**src/rtl/cache_line_writeback.sv**
```systemverilog
// Write-back engine: serializes one evicted cache line into BLOCK_WORDS word writes.
// Latency: accept edge + one cycle per acknowledged word + one DONE cycle (BLOCK_WORDS+2 minimum).
// Backpressure: wbReady only in IDLE; each word is held stable on the memory port until memAck.
//
// Ports:
//   clk, reset        - clock and asynchronous active-low reset
//   wbValid/wbReady   - line handshake; wbBlock/wbTag/wbSet captured on accept
//   memReq/memAck     - word write handshake; memAddr/memWData/memLast describe the current word
//   wbDone            - one-cycle pulse after the final word is acknowledged
//   wbError           - sticky timeout flag (CACHE_WB_TIMEOUT_EN only, otherwise tied 0)
//
// Optional feature: define CACHE_WB_TIMEOUT_EN to abandon a line when a word waits
// TIMEOUT cycles without memAck.
module cache_line_writeback #(
  parameter int BLOCK_WORDS = 16,
  parameter int WORD_BITS   = 32,
  parameter int TAG_BITS    = 25,
  parameter int SET_BITS    = 1,
  parameter int TIMEOUT     = 64
) (
  input  logic                             clk,
  input  logic                             reset,
  input  logic                             wbValid,
  output logic                             wbReady,
  input  logic [BLOCK_WORDS*WORD_BITS-1:0] wbBlock,
  input  logic [TAG_BITS-1:0]              wbTag,
  input  logic [SET_BITS-1:0]              wbSet,
  output logic                             memReq,
  input  logic                             memAck,
  output logic [31:0]                      memAddr,
  output logic [WORD_BITS-1:0]             memWData,
  output logic                             memLast,
  output logic                             wbDone,
  output logic                             wbError
);

  localparam int IDX_W = $clog2(BLOCK_WORDS);
  localparam logic [IDX_W-1:0] LAST_IDX = IDX_W'(BLOCK_WORDS - 1);

  localparam logic [1:0] ST_IDLE = 2'd0;
  localparam logic [1:0] ST_SEND = 2'd1;
  localparam logic [1:0] ST_DONE = 2'd2;

  // Line held as an array of words so word selection is a plain index.
  logic [1:0]                              state_q, state_d;
  logic [IDX_W-1:0]                        word_idx_q, word_idx_d;
  logic [BLOCK_WORDS-1:0][WORD_BITS-1:0]   line_q, line_d;
  logic [TAG_BITS-1:0]                     tag_q, tag_d;
  logic [SET_BITS-1:0]                     set_q, set_d;
  logic [31:0]                             mem_addr_q, mem_addr_d;
  logic [WORD_BITS-1:0]                    mem_wdata_q, mem_wdata_d;
  logic [IDX_W-1:0]                        next_idx;

`ifdef CACHE_WB_TIMEOUT_EN
  localparam int TO_W = $clog2(TIMEOUT + 1);
  logic [TO_W-1:0] to_cnt_q, to_cnt_d;
  logic            err_q, err_d;
`endif

  always_comb begin
    state_d     = state_q;
    word_idx_d  = word_idx_q;
    line_d      = line_q;
    tag_d       = tag_q;
    set_d       = set_q;
    mem_addr_d  = mem_addr_q;
    mem_wdata_d = mem_wdata_q;
    next_idx    = word_idx_q + 1'b1;
`ifdef CACHE_WB_TIMEOUT_EN
    to_cnt_d    = to_cnt_q;
    err_d       = err_q;
`endif

    case (state_q)
      ST_IDLE: begin
        if (wbValid) begin
          line_d      = wbBlock;
          tag_d       = wbTag;
          set_d       = wbSet;
          word_idx_d  = '0;
          // Word 0 is presented straight from the inputs so SEND starts with a valid word.
          mem_addr_d  = {wbTag, wbSet, {IDX_W{1'b0}}, 2'b00};
          mem_wdata_d = wbBlock[WORD_BITS-1:0];
          state_d     = ST_SEND;
`ifdef CACHE_WB_TIMEOUT_EN
          to_cnt_d    = '0;
`endif
        end
      end

      ST_SEND: begin
        if (memAck) begin
`ifdef CACHE_WB_TIMEOUT_EN
          to_cnt_d = '0;
`endif
          if (word_idx_q == LAST_IDX) begin
            // Address/data hold the last word; memReq drops with the state change.
            state_d = ST_DONE;
          end else begin
            word_idx_d  = next_idx;
            mem_addr_d  = {tag_q, set_q, next_idx, 2'b00};
            mem_wdata_d = line_q[next_idx];
          end
        end
`ifdef CACHE_WB_TIMEOUT_EN
        else if (to_cnt_q == TO_W'(TIMEOUT - 1)) begin
          // TIMEOUT consecutive un-acked cycles on this word: drop the line.
          state_d = ST_IDLE;
          err_d   = 1'b1;
        end else begin
          to_cnt_d = to_cnt_q + 1'b1;
        end
`endif
      end

      ST_DONE: begin
        state_d = ST_IDLE;
      end

      default: begin
        state_d = ST_IDLE;
      end
    endcase
  end

  always_ff @(posedge clk or negedge reset) begin
    if (!reset) begin
      state_q     <= ST_IDLE;
      word_idx_q  <= '0;
      line_q      <= '0;
      tag_q       <= '0;
      set_q       <= '0;
      mem_addr_q  <= '0;
      mem_wdata_q <= '0;
    end else begin
      state_q     <= state_d;
      word_idx_q  <= word_idx_d;
      line_q      <= line_d;
      tag_q       <= tag_d;
      set_q       <= set_d;
      mem_addr_q  <= mem_addr_d;
      mem_wdata_q <= mem_wdata_d;
    end
  end

`ifdef CACHE_WB_TIMEOUT_EN
  always_ff @(posedge clk or negedge reset) begin
    if (!reset) begin
      to_cnt_q <= '0;
      err_q    <= 1'b0;
    end else begin
      to_cnt_q <= to_cnt_d;
      err_q    <= err_d;
    end
  end

  assign wbError = err_q;
`else
  assign wbError = 1'b0;
`endif

  assign wbReady  = (state_q == ST_IDLE);
  assign memReq   = (state_q == ST_SEND);
  assign memLast  = memReq && (word_idx_q == LAST_IDX);
  assign wbDone   = (state_q == ST_DONE);
  assign memAddr  = mem_addr_q;
  assign memWData = mem_wdata_q;

endmodule

```
**config.mk**
```make
export PLATFORM = sky130hd
export DESIGN_NAME = cache_line_writeback
export DESIGN_NICKNAME = d
export VERILOG_FILES = /design/src/rtl/cache_line_writeback.sv
export SDC_FILE = /design/constraint.sdc
export NUM_CORES = 1
export LEC_CHECK = 0
export CELL_PAD_IN_SITES_DETAIL_PLACEMENT = 0
export CELL_PAD_IN_SITES_GLOBAL_PLACEMENT = 1
export CORE_MARGIN = 8
export CORE_UTILIZATION = 42
export CTS_CLUSTER_DIAMETER = 120
export DETAILED_ROUTE_END_ITERATION = 7
export PLACE_DENSITY = 0.91
export SLEW_MARGIN = 20
export SYNTH_ARGS = -nofsm -noshare
export SYNTH_HDL_FRONTEND = slang
export SYNTH_SLANG_ARGS = --single-unit
export TNS_END_PERCENT = 20
```
**constraint.sdc**
```tcl
create_clock -name clk -period 2.3 [get_ports clk]
set_input_delay 0.46 -clock clk [delete_from_list [all_inputs] [get_ports clk]]
set_output_delay 0.46 -clock clk [all_outputs]
set_load 0.02 [all_outputs]
```
==> impl_metrics.yaml <==
cts:
  cts_tree: "yes"
  path_clk_slew_ns: 0.06
  root_buffer: "clkbuf_16"
  clk_latency_ns: 0.61
  numCtsBuffers: 66
  htree_levels: 3
  clockBufferDepth: 3
  cts.sinks: 602
timing:
  tightest_slew_ns: 0.749
  finalSetupTns_ns: -0.00458
  worst_slack_ns: -0.00458
  finalCritPeriodShare_pct: 100
  setup_viol: 1
  slew_violations: 0
  finalHoldViolations: 0
  fin_skew_ns: 0.0323
  slew_headroom_pct: 50.1
  period_needed_ns: 2.30
  fmax_mhz: 434
  rsz0062_at_grt: "yes"
  whs_ns: 0.363
run_status:
  violations: "setup timing"
  status: "finished, violations left"
pwr:
  power_switching_mw: 15.7
  ir_drop_uv: 737
  power_density_nw_per_um2: 1320
  pwr-share-seq_pct: 38.7
  p_int_mw: 33.0
  p_clk_share_pct: 21.2
  p_sw_share_pct: 32.3
  power_leakage_nw: 15.7
  pwr-share-comb_pct: 40.1
placed_design:
  io_buffers: 607
  placed_cells: 3170
  place_area_um2: 34600
  dp_hpwl_um: 68100
  globalplace.congestion: 0.908
worst_setup_path:
  path_delay_family: "buffers and inverters"
  start_kind: "register"
  r2r_setup_slack_ns: -0.005
  cp_max_fo: 26
  critPathBufInv: 3
  r2r-end: "memWData[7]"
  worstPathCellList: "buf_16, buf_16, buf_12, mux4_2, o22ai_1, a211oi_1, a211o_1"
  cp-end-kind: "register"
  critPathMaxStageDelay_ns: 0.52
  worstReg2RegStart: "word_idx_q[0]"
  path_common_cell: "buf_16"
  critical_path_required_ns: 2.79
  reg2reg_depth: 7
  cp.arrival_ns: 2.79
  crit_type: "register to register"
  cp_slowest_cell: "mux4_2"
die:
  io_pins: 611
  core-area_um2: 63200
  die_y_um: 269
  die-area_um2: 72300
  fp-row-count: 92
  die_w_um: 269
  start_util_pct: 42.5
logic_synthesis:
  yosys.area_share.simple_pct: 2.33
  syn-cell-area_um2: 26900
  synth_compound_area_share_pct: 3.48
  synth_xor_area_share_pct: 0.0606
  yosys.area_share.adder_pct: 0.0466
  synthMuxAreaShare_pct: 35.4
  synth-seq-cells: 602
  synthTopCellsByArea: "dfrtp_1 56%, mux2_2 23%, mux4_2 11%"
  synth_cell_types: 33
  synth.top_cell.area_share_pct: 56.1
  yosysTopAreaCell: "dfrtp_1"
  postSynthAreaPerCell_um2: 15.4
  synth_top_family_by_area: "multiplexers"
  yosysWarningCount: 0
  yosysSeqAreaShare_pct: 56.1
  netlist_instances: 1740
final_layout:
  utilization_pct: 58.5
  register_area_um2: 15100
  syn_to_final_growth_pct: 37.6
  multiInputGateArea_um2: 11300
  filler_cell_count: 4795
  stdcell_count: 3315
  drive_gt1_share_pct: 37.2
  fin_area_um2: 37000
  nNetsFinal: 2942
drt:
  vias: 18100
  drcViolationCount: 0
  viasPerCell: 5.47
  drt_first_pass_iters: 5
  wl_per_cell_um: 26.8
  antenna_left: 0
  drt_iter0_drc: 1152
  wl_um: 89000
global_route:
  grt_usage_pct: 24.0
  grt_pass1_wl_um: 130000
  antenna_found_initial: 26
  grt_max_degree: 91
  grt_pass1_vias: 20100
  grt-ovfl-total: 0
run:
  drv_cap: 0
hold_path:
  hp-class: "primary input to asynchronous set/reset pin"
[registers in the layout, indices dropped and copies added, names as in the netlist]
name and count:
line_q 512, memAddr 27, set_q 1, state_q 2, memWData 32, tag_q 25, word_idx_q 3
[logic make-up after synthesis]
group           after synthesis
xor+xnor                      1
compound gates              133
fa+ha+maj                     1
simple gates                145
buf+inv                     133
mux                         724
flops                       602
other cells                   1
[worst register-to-register path: stages (launching register included)]
cell and delay, ns:
dfrtp_4 0.45, buf_16 0.22, buf_16 0.28, buf_12 0.16, mux4_2 0.52, o22ai_1 0.17, a211oi_1 0.12, a211o_1 0.28
[per-layer routing]
metal	wire, µm	share of wire (%)	up-vias	global-route usage, %
met2	44300	50	614	39.8
met5	74	0.083	-	0
li1	-	-	7856	-
met1	35900	40	9503	30.5
met4	3020	3.4	12	8.58
met3	5770	6.5	163	5.96
[worst max path at each step]
stage	slack (ns)	endpoint	from	cells after the start
final	-0.005	memWData[7]	word_idx_q[0]	7
after global routing	-0.05	memWData[5]	word_idx_q[0]	7
after CTS	-0.04	memAddr[2]	word_idx_q[0]	3
after detailed placement	-0.09	line_q[493]	wbValid	6
after global placement	-0.11	memWData[11]	wbValid	7
after floorplan	0.04	memWData[22]	word_idx_q[1]	7
[synthesized netlist by cell type, drive strengths merged]
master / n
clkbuf: 31
conb: 1
inv: 3
o31ai: 1
nor2: 36
nor3: 33
and3: 2
mux4: 128
nand3: 3
nor2b: 1
and3b: 1
buf: 99
nand2: 63
dfrtp: 602
a21boi: 1
o21ai: 32
xor2: 1
or3b: 1
nand4b: 1
ha: 1
mux2: 538
o22ai: 34
mux2i: 58
a211o: 32
a211oi: 32
nand2b: 4
o21ba: 1
[timing repair]
action	4_1_cts	5_1_grt
gates cloned	0	2
hold buffers	1	0
endpoints found under the hold margin	30	0
buffers inserted	2	2
gates resized for setup	19	28
endpoints found under the setup margin	21	28
pin swaps	0	4
[area by class of cell]
type / count / area share [%]
repair buffers: 718 / 20.0
inverters: 3 / 0.0305
well taps: 846 / 2.86
clock inverters: 24 / 0.592
flip-flops and latches: 602 / 40.8
diodes: 20 / 0.135
clock buffers: 94 / 5.08
multi-input cells: 1008 / 30.5
[cell usage in the layout, fill, tap and decap left out, types with 3 or more instances in the layout]
cell type        count
a211o_1             32
a211oi_1            32
buf_12              32
buf_4               64
buf_6               11
clkbuf_1            17
clkbuf_16           68
clkbuf_8            10
clkdlybuf4s50_1    598
clkinv_2            13
conb_1               3
dfrtp_1            599
diode_2             20
dlygate4sd2_1        5
inv_6                6
mux2_2             538
mux2i_1             48
mux2i_2              8
mux4_2             128
nand2_1             63
nor2_1              36
nor3_1              32
o21ai_0             31
o22ai_1             30
o22ai_2              4
[power by group through the flow]
stage,Combinational (mW),Sequential [mW],Clock (mW)
after floorplan,11.6,18.4,0
after global placement,18.7,18.6,0
after detailed placement,19.1,19.0,0
after CTS,19.3,18.9,10.6
after global routing,20.8,19.5,11.0
final,19.6,18.9,10.3
[metrics by stage]
stage          worst slack, ns  total power, mW
3_5_place_dp           -0.0920             38.1
3_3_place_gp            -0.110             37.2
4_1_cts                -0.0432             48.8
6_report              -0.00458             48.8
2_1_floorplan           0.0436             30.0
5_1_grt                -0.0488             51.3
Note: power is estimated with default switching activity, not from simulation.
